==> config.mk <==
export PLATFORM = sky130hd
export DESIGN_NAME = mem_req_arbiter
export DESIGN_NICKNAME = d
export VERILOG_FILES = /design/src/rtl/mem_bus_pkg.sv /design/src/rtl/rr_arbiter.sv /design/src/rtl/mem_req_arbiter.sv
export SDC_FILE = /design/constraint.sdc
export NUM_CORES = 1
export LEC_CHECK = 0
export BUFFER_PORTS_ARGS = -buffer_cell sky130_fd_sc_hd__buf_4
export CORE_AREA = 5 5 123 125
export CTS_CLUSTER_DIAMETER = 50
export DETAILED_ROUTE_END_ITERATION = 16
export DIE_AREA = 0 0 128 130
export GPL_ROUTABILITY_DRIVEN = 0
export PLACE_DENSITY_LB_ADDON = 0.1
export SYNTH_ARGS = -nofsm -noshare
export SYNTH_HDL_FRONTEND = slang
export SYNTH_HIERARCHICAL = 1
export SYNTH_SLANG_ARGS = --single-unit
==> constraint.sdc <==
create_clock -name clk_clk -period 5.2 [get_ports clk_clk]
set_input_delay 1.04 -clock clk_clk [delete_from_list [all_inputs] [get_ports clk_clk]]
set_output_delay 1.04 -clock clk_clk [all_outputs]
set_load 0.02 [all_outputs]
==> src/rtl/mem_bus_pkg.sv <==
// Shared memory-bus widths and the arbiter state encoding used by the
// tagged memory-controller front end.
package mem_bus_pkg;

    localparam int MEM_ADDR_W = 26;
    localparam int MEM_DATA_W = 32;
    localparam int MEM_TAG_W  = 8;
    localparam int MEM_BE_W   = 4;

    typedef enum logic {
        ST_IDLE  = 1'b0,
        ST_ISSUE = 1'b1
    } arb_state_e;

endpackage

==> src/rtl/rr_arbiter.sv <==
// Combinational round-robin pick: the first eligible client after last_grant,
// wrapping, reported both one-hot and as an index.
module rr_arbiter #(
    parameter int N_CLIENTS = 2,
    parameter int IDX_W     = 1
) (
    input  logic [N_CLIENTS-1:0] eligible,
    input  logic [IDX_W-1:0]     last_grant,
    output logic [N_CLIENTS-1:0] grant,
    output logic [IDX_W-1:0]     grant_idx,
    output logic                 grant_vld
);

    always_comb begin
        grant     = '0;
        grant_idx = '0;
        grant_vld = 1'b0;
        // Offset k walks outward from last_grant; the first hit wins.
        for (int k = 1; k <= N_CLIENTS; k++) begin
            for (int j = 0; j < N_CLIENTS; j++) begin
                if (!grant_vld && eligible[j] &&
                    (j == ((int'(last_grant) + k) % N_CLIENTS))) begin
                    grant_vld = 1'b1;
                    grant[j]  = 1'b1;
                    grant_idx = IDX_W'(j);
                end
            end
        end
    end

endmodule

==> src/rtl/mem_req_arbiter.sv <==
// Shares one tagged memory-controller port between N_CLIENTS masters; the
// client id rides in the tag MSBs so responses route back without a table.
module mem_req_arbiter
    import mem_bus_pkg::*;
#(
    parameter int N_CLIENTS      = 2,
    parameter int ID_BITS        = 1,
    parameter int TIMEOUT_CYCLES = 1023
) (
    input  logic                                    clk_clk,
    input  logic                                    reset_reset_n,
    input  logic [N_CLIENTS-1:0]                    cli_req_request,
    input  logic [N_CLIENTS-1:0]                    cli_req_read_writen,
    input  logic [N_CLIENTS*MEM_ADDR_W-1:0]         cli_req_address,
    input  logic [N_CLIENTS*MEM_BE_W-1:0]           cli_req_byte_en,
    input  logic [N_CLIENTS*MEM_DATA_W-1:0]         cli_req_wdata,
    input  logic [N_CLIENTS*(MEM_TAG_W-ID_BITS)-1:0] cli_req_tag,
    output logic [N_CLIENTS*(MEM_TAG_W-ID_BITS)-1:0] cli_resp_rack_tag,
    output logic [N_CLIENTS*(MEM_TAG_W-ID_BITS)-1:0] cli_resp_dack_tag,
    output logic [MEM_DATA_W-1:0]                   cli_resp_data,
    output logic                                    mem_req_request,
    output logic                                    mem_req_read_writen,
    output logic [MEM_ADDR_W-1:0]                   mem_req_address,
    output logic [MEM_BE_W-1:0]                     mem_req_byte_en,
    output logic [MEM_DATA_W-1:0]                   mem_req_wdata,
    output logic [MEM_TAG_W-1:0]                    mem_req_tag,
    input  logic [MEM_TAG_W-1:0]                    mem_resp_rack_tag,
    input  logic [MEM_TAG_W-1:0]                    mem_resp_dack_tag,
    input  logic [MEM_DATA_W-1:0]                   mem_resp_data,
    input  logic                                    err_clear,
    output logic                                    timeout_err,
    output logic                                    tag_err
);

    localparam int CT_W  = MEM_TAG_W - ID_BITS;
    localparam int CNT_W = $clog2(TIMEOUT_CYCLES + 1);
    localparam logic [CNT_W-1:0] CNT_MAX  = CNT_W'(TIMEOUT_CYCLES);
    localparam logic [CNT_W-1:0] CNT_LAST = CNT_W'(TIMEOUT_CYCLES - 1);

    arb_state_e             state_q, state_d;
    logic [ID_BITS-1:0]     last_grant_q, last_grant_d;
    logic [CNT_W-1:0]       count_q, count_d;
    logic                   req_q, req_d;
    logic                   rw_q, rw_d;
    logic [MEM_ADDR_W-1:0]  addr_q, addr_d;
    logic [MEM_BE_W-1:0]    be_q, be_d;
    logic [MEM_DATA_W-1:0]  wdata_q, wdata_d;
    logic [MEM_TAG_W-1:0]   tag_q, tag_d;
    logic                   timeout_err_q, timeout_err_d;
    logic                   tag_err_q, tag_err_d;

    logic [N_CLIENTS-1:0]   eligible;
    logic [N_CLIENTS-1:0]   zero_tag;
    logic [N_CLIENTS-1:0]   grant;
    logic [ID_BITS-1:0]     grant_idx;
    logic                   grant_vld;
    logic                   timeout_set;

    logic                   sel_rw;
    logic [MEM_ADDR_W-1:0]  sel_addr;
    logic [MEM_BE_W-1:0]    sel_be;
    logic [MEM_DATA_W-1:0]  sel_wdata;
    logic [CT_W-1:0]        sel_tag;

    // A zero client tag would be indistinguishable from "no response".
    always_comb begin
        eligible = '0;
        zero_tag = '0;
        for (int i = 0; i < N_CLIENTS; i++) begin
            eligible[i] = cli_req_request[i] & (|cli_req_tag[i*CT_W +: CT_W]);
            zero_tag[i] = cli_req_request[i] & ~(|cli_req_tag[i*CT_W +: CT_W]);
        end
    end

    rr_arbiter #(
        .N_CLIENTS (N_CLIENTS),
        .IDX_W     (ID_BITS)
    ) u_rr_arbiter (
        .eligible   (eligible),
        .last_grant (last_grant_q),
        .grant      (grant),
        .grant_idx  (grant_idx),
        .grant_vld  (grant_vld)
    );

    always_comb begin
        sel_rw    = 1'b0;
        sel_addr  = '0;
        sel_be    = '0;
        sel_wdata = '0;
        sel_tag   = '0;
        for (int i = 0; i < N_CLIENTS; i++) begin
            sel_rw    = sel_rw    | (grant[i] & cli_req_read_writen[i]);
            sel_addr  = sel_addr  | ({MEM_ADDR_W{grant[i]}} & cli_req_address[i*MEM_ADDR_W +: MEM_ADDR_W]);
            sel_be    = sel_be    | ({MEM_BE_W{grant[i]}}   & cli_req_byte_en[i*MEM_BE_W +: MEM_BE_W]);
            sel_wdata = sel_wdata | ({MEM_DATA_W{grant[i]}} & cli_req_wdata[i*MEM_DATA_W +: MEM_DATA_W]);
            sel_tag   = sel_tag   | ({CT_W{grant[i]}}       & cli_req_tag[i*CT_W +: CT_W]);
        end
    end

    always_comb begin
        state_d      = state_q;
        last_grant_d = last_grant_q;
        count_d      = count_q;
        req_d        = req_q;
        rw_d         = rw_q;
        addr_d       = addr_q;
        be_d         = be_q;
        wdata_d      = wdata_q;
        tag_d        = tag_q;
        timeout_set  = 1'b0;
        case (state_q)
            ST_IDLE: begin
                if (grant_vld) begin
                    state_d = ST_ISSUE;
                    req_d   = 1'b1;
                    rw_d    = sel_rw;
                    addr_d  = sel_addr;
                    be_d    = sel_be;
                    wdata_d = sel_wdata;
                    tag_d   = {grant_idx, sel_tag};
                    count_d = '0;
                end
            end
            ST_ISSUE: begin
                if (mem_resp_rack_tag == tag_q) begin
                    state_d      = ST_IDLE;
                    req_d        = 1'b0;
                    last_grant_d = tag_q[MEM_TAG_W-1 -: ID_BITS];
                end else if (count_q != CNT_MAX) begin
                    // Overdue rack is only flagged; the request stays posted.
                    count_d     = count_q + 1'b1;
                    timeout_set = (count_q == CNT_LAST);
                end
            end
            default: state_d = ST_IDLE;
        endcase
        timeout_err_d = timeout_set | (timeout_err_q & ~err_clear);
        tag_err_d     = (|zero_tag) | (tag_err_q & ~err_clear);
    end

    always_ff @(posedge clk_clk or negedge reset_reset_n) begin
        if (!reset_reset_n) begin
            state_q       <= ST_IDLE;
            last_grant_q  <= ID_BITS'(N_CLIENTS - 1);
            count_q       <= '0;
            req_q         <= 1'b0;
            rw_q          <= 1'b0;
            addr_q        <= '0;
            be_q          <= '0;
            wdata_q       <= '0;
            tag_q         <= '0;
            timeout_err_q <= 1'b0;
            tag_err_q     <= 1'b0;
        end else begin
            state_q       <= state_d;
            last_grant_q  <= last_grant_d;
            count_q       <= count_d;
            req_q         <= req_d;
            rw_q          <= rw_d;
            addr_q        <= addr_d;
            be_q          <= be_d;
            wdata_q       <= wdata_d;
            tag_q         <= tag_d;
            timeout_err_q <= timeout_err_d;
            tag_err_q     <= tag_err_d;
        end
    end

    assign mem_req_request     = req_q;
    assign mem_req_read_writen = rw_q;
    assign mem_req_address     = addr_q;
    assign mem_req_byte_en     = be_q;
    assign mem_req_wdata       = wdata_q;
    assign mem_req_tag         = tag_q;
    assign timeout_err         = timeout_err_q;
    assign tag_err             = tag_err_q;

    // Responses bypass the FSM so in-flight reads finish regardless of grant.
    always_comb begin
        cli_resp_rack_tag = '0;
        cli_resp_dack_tag = '0;
        for (int i = 0; i < N_CLIENTS; i++) begin
            if ((|mem_resp_rack_tag) &&
                (mem_resp_rack_tag[MEM_TAG_W-1 -: ID_BITS] == ID_BITS'(i)))
                cli_resp_rack_tag[i*CT_W +: CT_W] = mem_resp_rack_tag[CT_W-1:0];
            if ((|mem_resp_dack_tag) &&
                (mem_resp_dack_tag[MEM_TAG_W-1 -: ID_BITS] == ID_BITS'(i)))
                cli_resp_dack_tag[i*CT_W +: CT_W] = mem_resp_dack_tag[CT_W-1:0];
        end
        cli_resp_data = mem_resp_data;
    end

endmodule
Word-level counts from Yosys, hierarchy flattened --
Index checks and enable logic that the tools add are counted. Widths: inputs -> output; s select.
Storage, ports and cells: register bits 86, input bits 193, output and inout port bits 134, logic and storage cells 105
Operators by class: $add $sub $neg 3, equal/unequal tests 9, muxes and demuxes 26, bitwise logic cells 31, reduce and logical (&&, ||, !) cells 25
Operator list (count):
- $and 32x32->32 | 2
- $logic_not 32->1 | 2
- $and 26x26->26 | 2
- $or 32x32->32 | 1
- $mux 10 | 3
- $mux 7 | 4
- $or 26x26->26 | 1
- $pmux 10 s2 | 1
- $mux 1 | 16
- $reduce_or 8->1 | 2
- $and 7x7->7 | 2
- $reduce_or 7->1 | 2
- $logic_and 1x1->1 | 11
- $add 10x1->10 const B | 1
- $eq 10x10->1 const B | 1
- $ne 10x10->1 const B | 1
- $and 1x1->1 | 8
- $and 4x4->4 | 2
- $eq 8x8->1 | 1
- $or 7x7->7 | 1
- $not 1->1 | 6
- $reduce_and 2->1 | 3
- $eq 2x2->1 const A | 2
- $ne 2x1->1 const B | 2
- 9 further kinds | 17

Depth between registers and ports, before layout --
word-level depth 19, depth in mapped cells 10, gate-level depth less buffers 7

Hierarchy --
The synthesis kept the hierarchy.
Modules (own cells, without submodules):
- mem_req_arbiter | times used 1, cells each 483, area an instance 4521.8 um^2, seq. area each 2153.3 um^2
- rr_arbiter | times used 1, cells each 5, area an instance 32.5 um^2, seq. area each 0.0 um^2

Worst setup path before layout --
No wires, ideal clock.
path type input port to flip-flop, from input cli_req_tag[9], to register addr_q[24] (netlist: mem_req_address[24]), setup time 0.133 ns, arrival 2.949 ns, required time 5.067 ns, slack 2.118 ns, stages 9, buffers on the path 3, path through or4_1 > nor4_1 > nor2b_1 > or2_1 > nand2b_1 > buf_1 > buf_2 > clkbuf_1 > o21ai_0
Between the ends: elaborated cells on any way between the ends 20, those cells by class mux (6); bitwise (4); reduce/logical (10)
RTL lines:
- from (decl) | RTL line mem_req_arbiter.sv:17 | input logic [N_CLIENTS*(MEM_TAG_W-ID_BITS)-1:0] cli_req_tag,
- $reduce_or 7->1 * | RTL line mem_req_arbiter.sv:70 | eligible[i] = cli_req_request[i] & (|cli_req_tag[i*CT_W +: CT_W]);
- $and 1x1->1 * | RTL line mem_req_arbiter.sv:70
- via eligible[1] | RTL line mem_req_arbiter.sv:52 | logic [N_CLIENTS-1:0] eligible;
- $logic_and 1x1->1 (2 in a row) | RTL line rr_arbiter.sv:21 | if (!grant_vld && eligible[j] &&
- $mux 1 | RTL line rr_arbiter.sv:21
- $logic_not 1->1 | RTL line rr_arbiter.sv:21
- $logic_and 1x1->1 (2 in a row) | RTL line rr_arbiter.sv:21
- $mux 1 | RTL line rr_arbiter.sv:21
- $logic_not 1->1 | RTL line rr_arbiter.sv:21
- $logic_and 1x1->1 (2 in a row) | RTL line rr_arbiter.sv:21
- $mux 1 * | RTL line rr_arbiter.sv:21
- via grant_vld | RTL line mem_req_arbiter.sv:56 | logic grant_vld;
- $reduce_and 2->1 (no source line) *
- to (signal assigned) | RTL line mem_req_arbiter.sv:161 | addr_q <= addr_d;
- to (decl) | RTL line mem_req_arbiter.sv:45 | logic [MEM_ADDR_W-1:0] addr_q, addr_d;
The timed path passes the listed nets; every way through them passes the cells marked *. A chain may end at the register's enable or synchronous reset.

Worst setup path after layout --
from input cli_req_tag[9], to register addr_q[9] (netlist: mem_req_address[9])
Same word-level chain as after synthesis.

==> flow_summary.ini <==
[floorplanning]
num_io_pins = 327
rows = 43
die_h_um = 130
core_area_um2 = 13770
start_util_pct = 33.07
chipWidth_um = 128
die-area_um2 = 16640

[routing]
wl_per_cell_um = 17.03
viasPerCell = 4.826
first_pass_iters = 4
drtIter0Drc = 190
ant_nets = 0
wirelength_mm = 14.94
num_vias = 4232
drc = 0

[synthesis]
synth.largest_area_cell = dfrtp_1
synthMostInstantiatedCell = dfrtp_1
synth_edf_count = 0
synth_warnings = 6
netlist_area_um2 = 4554
synth_area_leaders = dfrtp_1, a22oi_1, o21ai_0
yosysTopAreaCellShare_pct = 46.70
async_reset_ff_share_pct = 100.0
synth_commonest_cells = dfrtp_1, nand2_1, a22oi_1
avgSynthCellArea_um2 = 9.333
synth.distinct_cells = 45
ys_seq_area_share_pct = 47.28
synth-seq-cells = 86
syn_inst = 488
syn-num-nets = 683
synthFlopType = dfrtp_1

[worst_hold_path]
hp-class = reg2reg

[pwr]
leakagePower_nw = 3.410
p_per_area_nw_per_um2 = 520.1
vdd_drop_max_v = 0.0002465
power.total_mw = 3.519

[sta]
rsz0062_at_grt = false
fin_tns_setup_ps = 0
period_share_pct = 63.98
tightest_slew_ps = 1118
finalHoldViolCount = 0
setup_violations = 0
fin_skew_ps = 4.503
fmax_ghz = 0.3006
maxSlewViolCount = 0
fin_crit_ps = 3327
slew_headroom_pct = 25.47

[clocking]
holdBufCountCts = 0
cts_sinks = 86
worstSkewPairLatency_ps = 330
cts_buffers = 9
clock_path_buffers = 2
cts-resized-gates = 0
root_buffer = clkbuf_16
clk_pin_slew_ps = 60
post-cts-setup-buffer-count = 0
cts_max_level = 3
cts_tree = built

[global_routing]
grtUsageMet3_pct = 6.304
grt.overflow.total = 0
antenna_found_initial = 0
use_met1_pct = 19.25
busiest_layer = met2
met2_usage_pct = 30.22
grt_max_degree = 87
grtUsageTotal_pct = 17.08
grt_pass1_vias = 4342
grt_pass1_wl_mm = 22.56

[place]
hpwl_mm = 11.45
dp_cells = 862
placed_cell_area_um2 = 6427
port_buffers = 262

[run_status]
status = finished, final reports clean

[final_layout]
area_delta_synth_final_pct = 48.54
diodes = 0
design_area_um2 = 6765
drive_gt1_share_pct = 41.61
nNetsFinal = 888
final_cells = 877

[job]
cap_violations = 0

[worst_setup_path]
arrival_ps = 3530
worstPathRequired_ps = 5400
reg2reg_slack_ps = 3090
cp-end-kind = flip-flop
setup.worst_path.start_class = input port
crit_fanout = 78
crit_type = in2reg
==> final cells by class <==
class / instances / area (um^2)
clock buffer: 11 / 242.7
clock inverter: 4 / 95.09
inverter: 5 / 18.77
fill: 1348 / 7008
sequential: 86 / 2153
tap: 180 / 225.2
timing repair buffer: 265 / 2027
multi-input combinational: 326 / 2003
==> kinds of logic (layout without fill, tap and decap cells) <==
logic type	count (synthesis)	after routing	share of synthesized area [%]
fa+ha+maj	2	2	0.5494
buf+inv	76	285	9.396
compound gates	168	168	23.79
xor+xnor	10	10	1.923
flops	86	86	47.28
simple gates	144	144	16.57
mux	2	2	0.4945
==> cells in the final DEF (no fill, tap or decap), types with 3 or more instances in the layout <==
cell	n
a21oi_1	5
a22o_1	3
a22oi_1	73
and2_1	16
and2b_1	4
and3_1	5
and4b_1	3
buf_12	3
buf_4	262
bufinv_16	3
clkbuf_16	9
dfrtp_1	85
inv_1	5
nand2_1	81
nand3_1	5
nor2b_1	13
o21ai_0	71
o21ai_1	5
xor2_1	10
==> registers in the layout, indices dropped and copies added, names as in the netlist <==
register / flops
last_grant_q: 1
mem_req_request: 1
mem_req_tag: 8
tag_err: 1
mem_req_byte_en: 4
count_q: 10
mem_req_wdata: 32
timeout_err: 1
state_q: 1
mem_req_read_writen: 1
mem_req_address: 26
==> where the power goes <==
part | internal, mW | total, mW | switching, mW
sequential | 0.996 | 1.23 | 0.230
clock | 0.479 | 0.732 | 0.253
combinational | 0.682 | 1.56 | 0.878
total | 2.16 | 3.52 | 1.36
==> critical path, cell delays in order <==
cell,delay [ps]
buf_4,110
or4_1,530
nor4_1,310
nor2b_1,170
or2_1,350
nand2b_4,490
buf_12,330
o21ai_0,150
==> per-layer routing <==
metal,routed length [um],share of wire [%],vias to the layer above
met5,0,0,-
met1,5746,38,1955
met4,257,1.7,0
li1,-,-,2111
met2,7732,52,143
met3,1199,8.0,23
==> worst paths after layout <==
| path | end | startpoint | cells past startpoint |
|---|---|---|---|
| setup / recovery | mem_req_address[9] | cli_req_tag[9] | 8 |
| max in group asynchronous | mem_req_wdata[27] | reset_reset_n | 1 |
| min in group asynchronous | mem_req_tag[0] | reset_reset_n | 1 |
| hold / removal | mem_req_wdata[20] | mem_req_wdata[20] | 2 |
| setup reg to reg | mem_req_address[9] | state_q | 3 |
| hold reg to reg | mem_req_wdata[20] | mem_req_wdata[20] | 2 |
==> through the flow <==
stage	utilization, %	hold slack (ps)	setup slack (ps)
floorplan	-	508.5	2118
global placement	46.67	463.2	1584
detailed placement	46.67	471.5	1526
CTS	49.12	484.9	1879
global route	49.12	508.4	1581
finish	49.12	481.0	1873
Power figures use the tool's default switching activity.
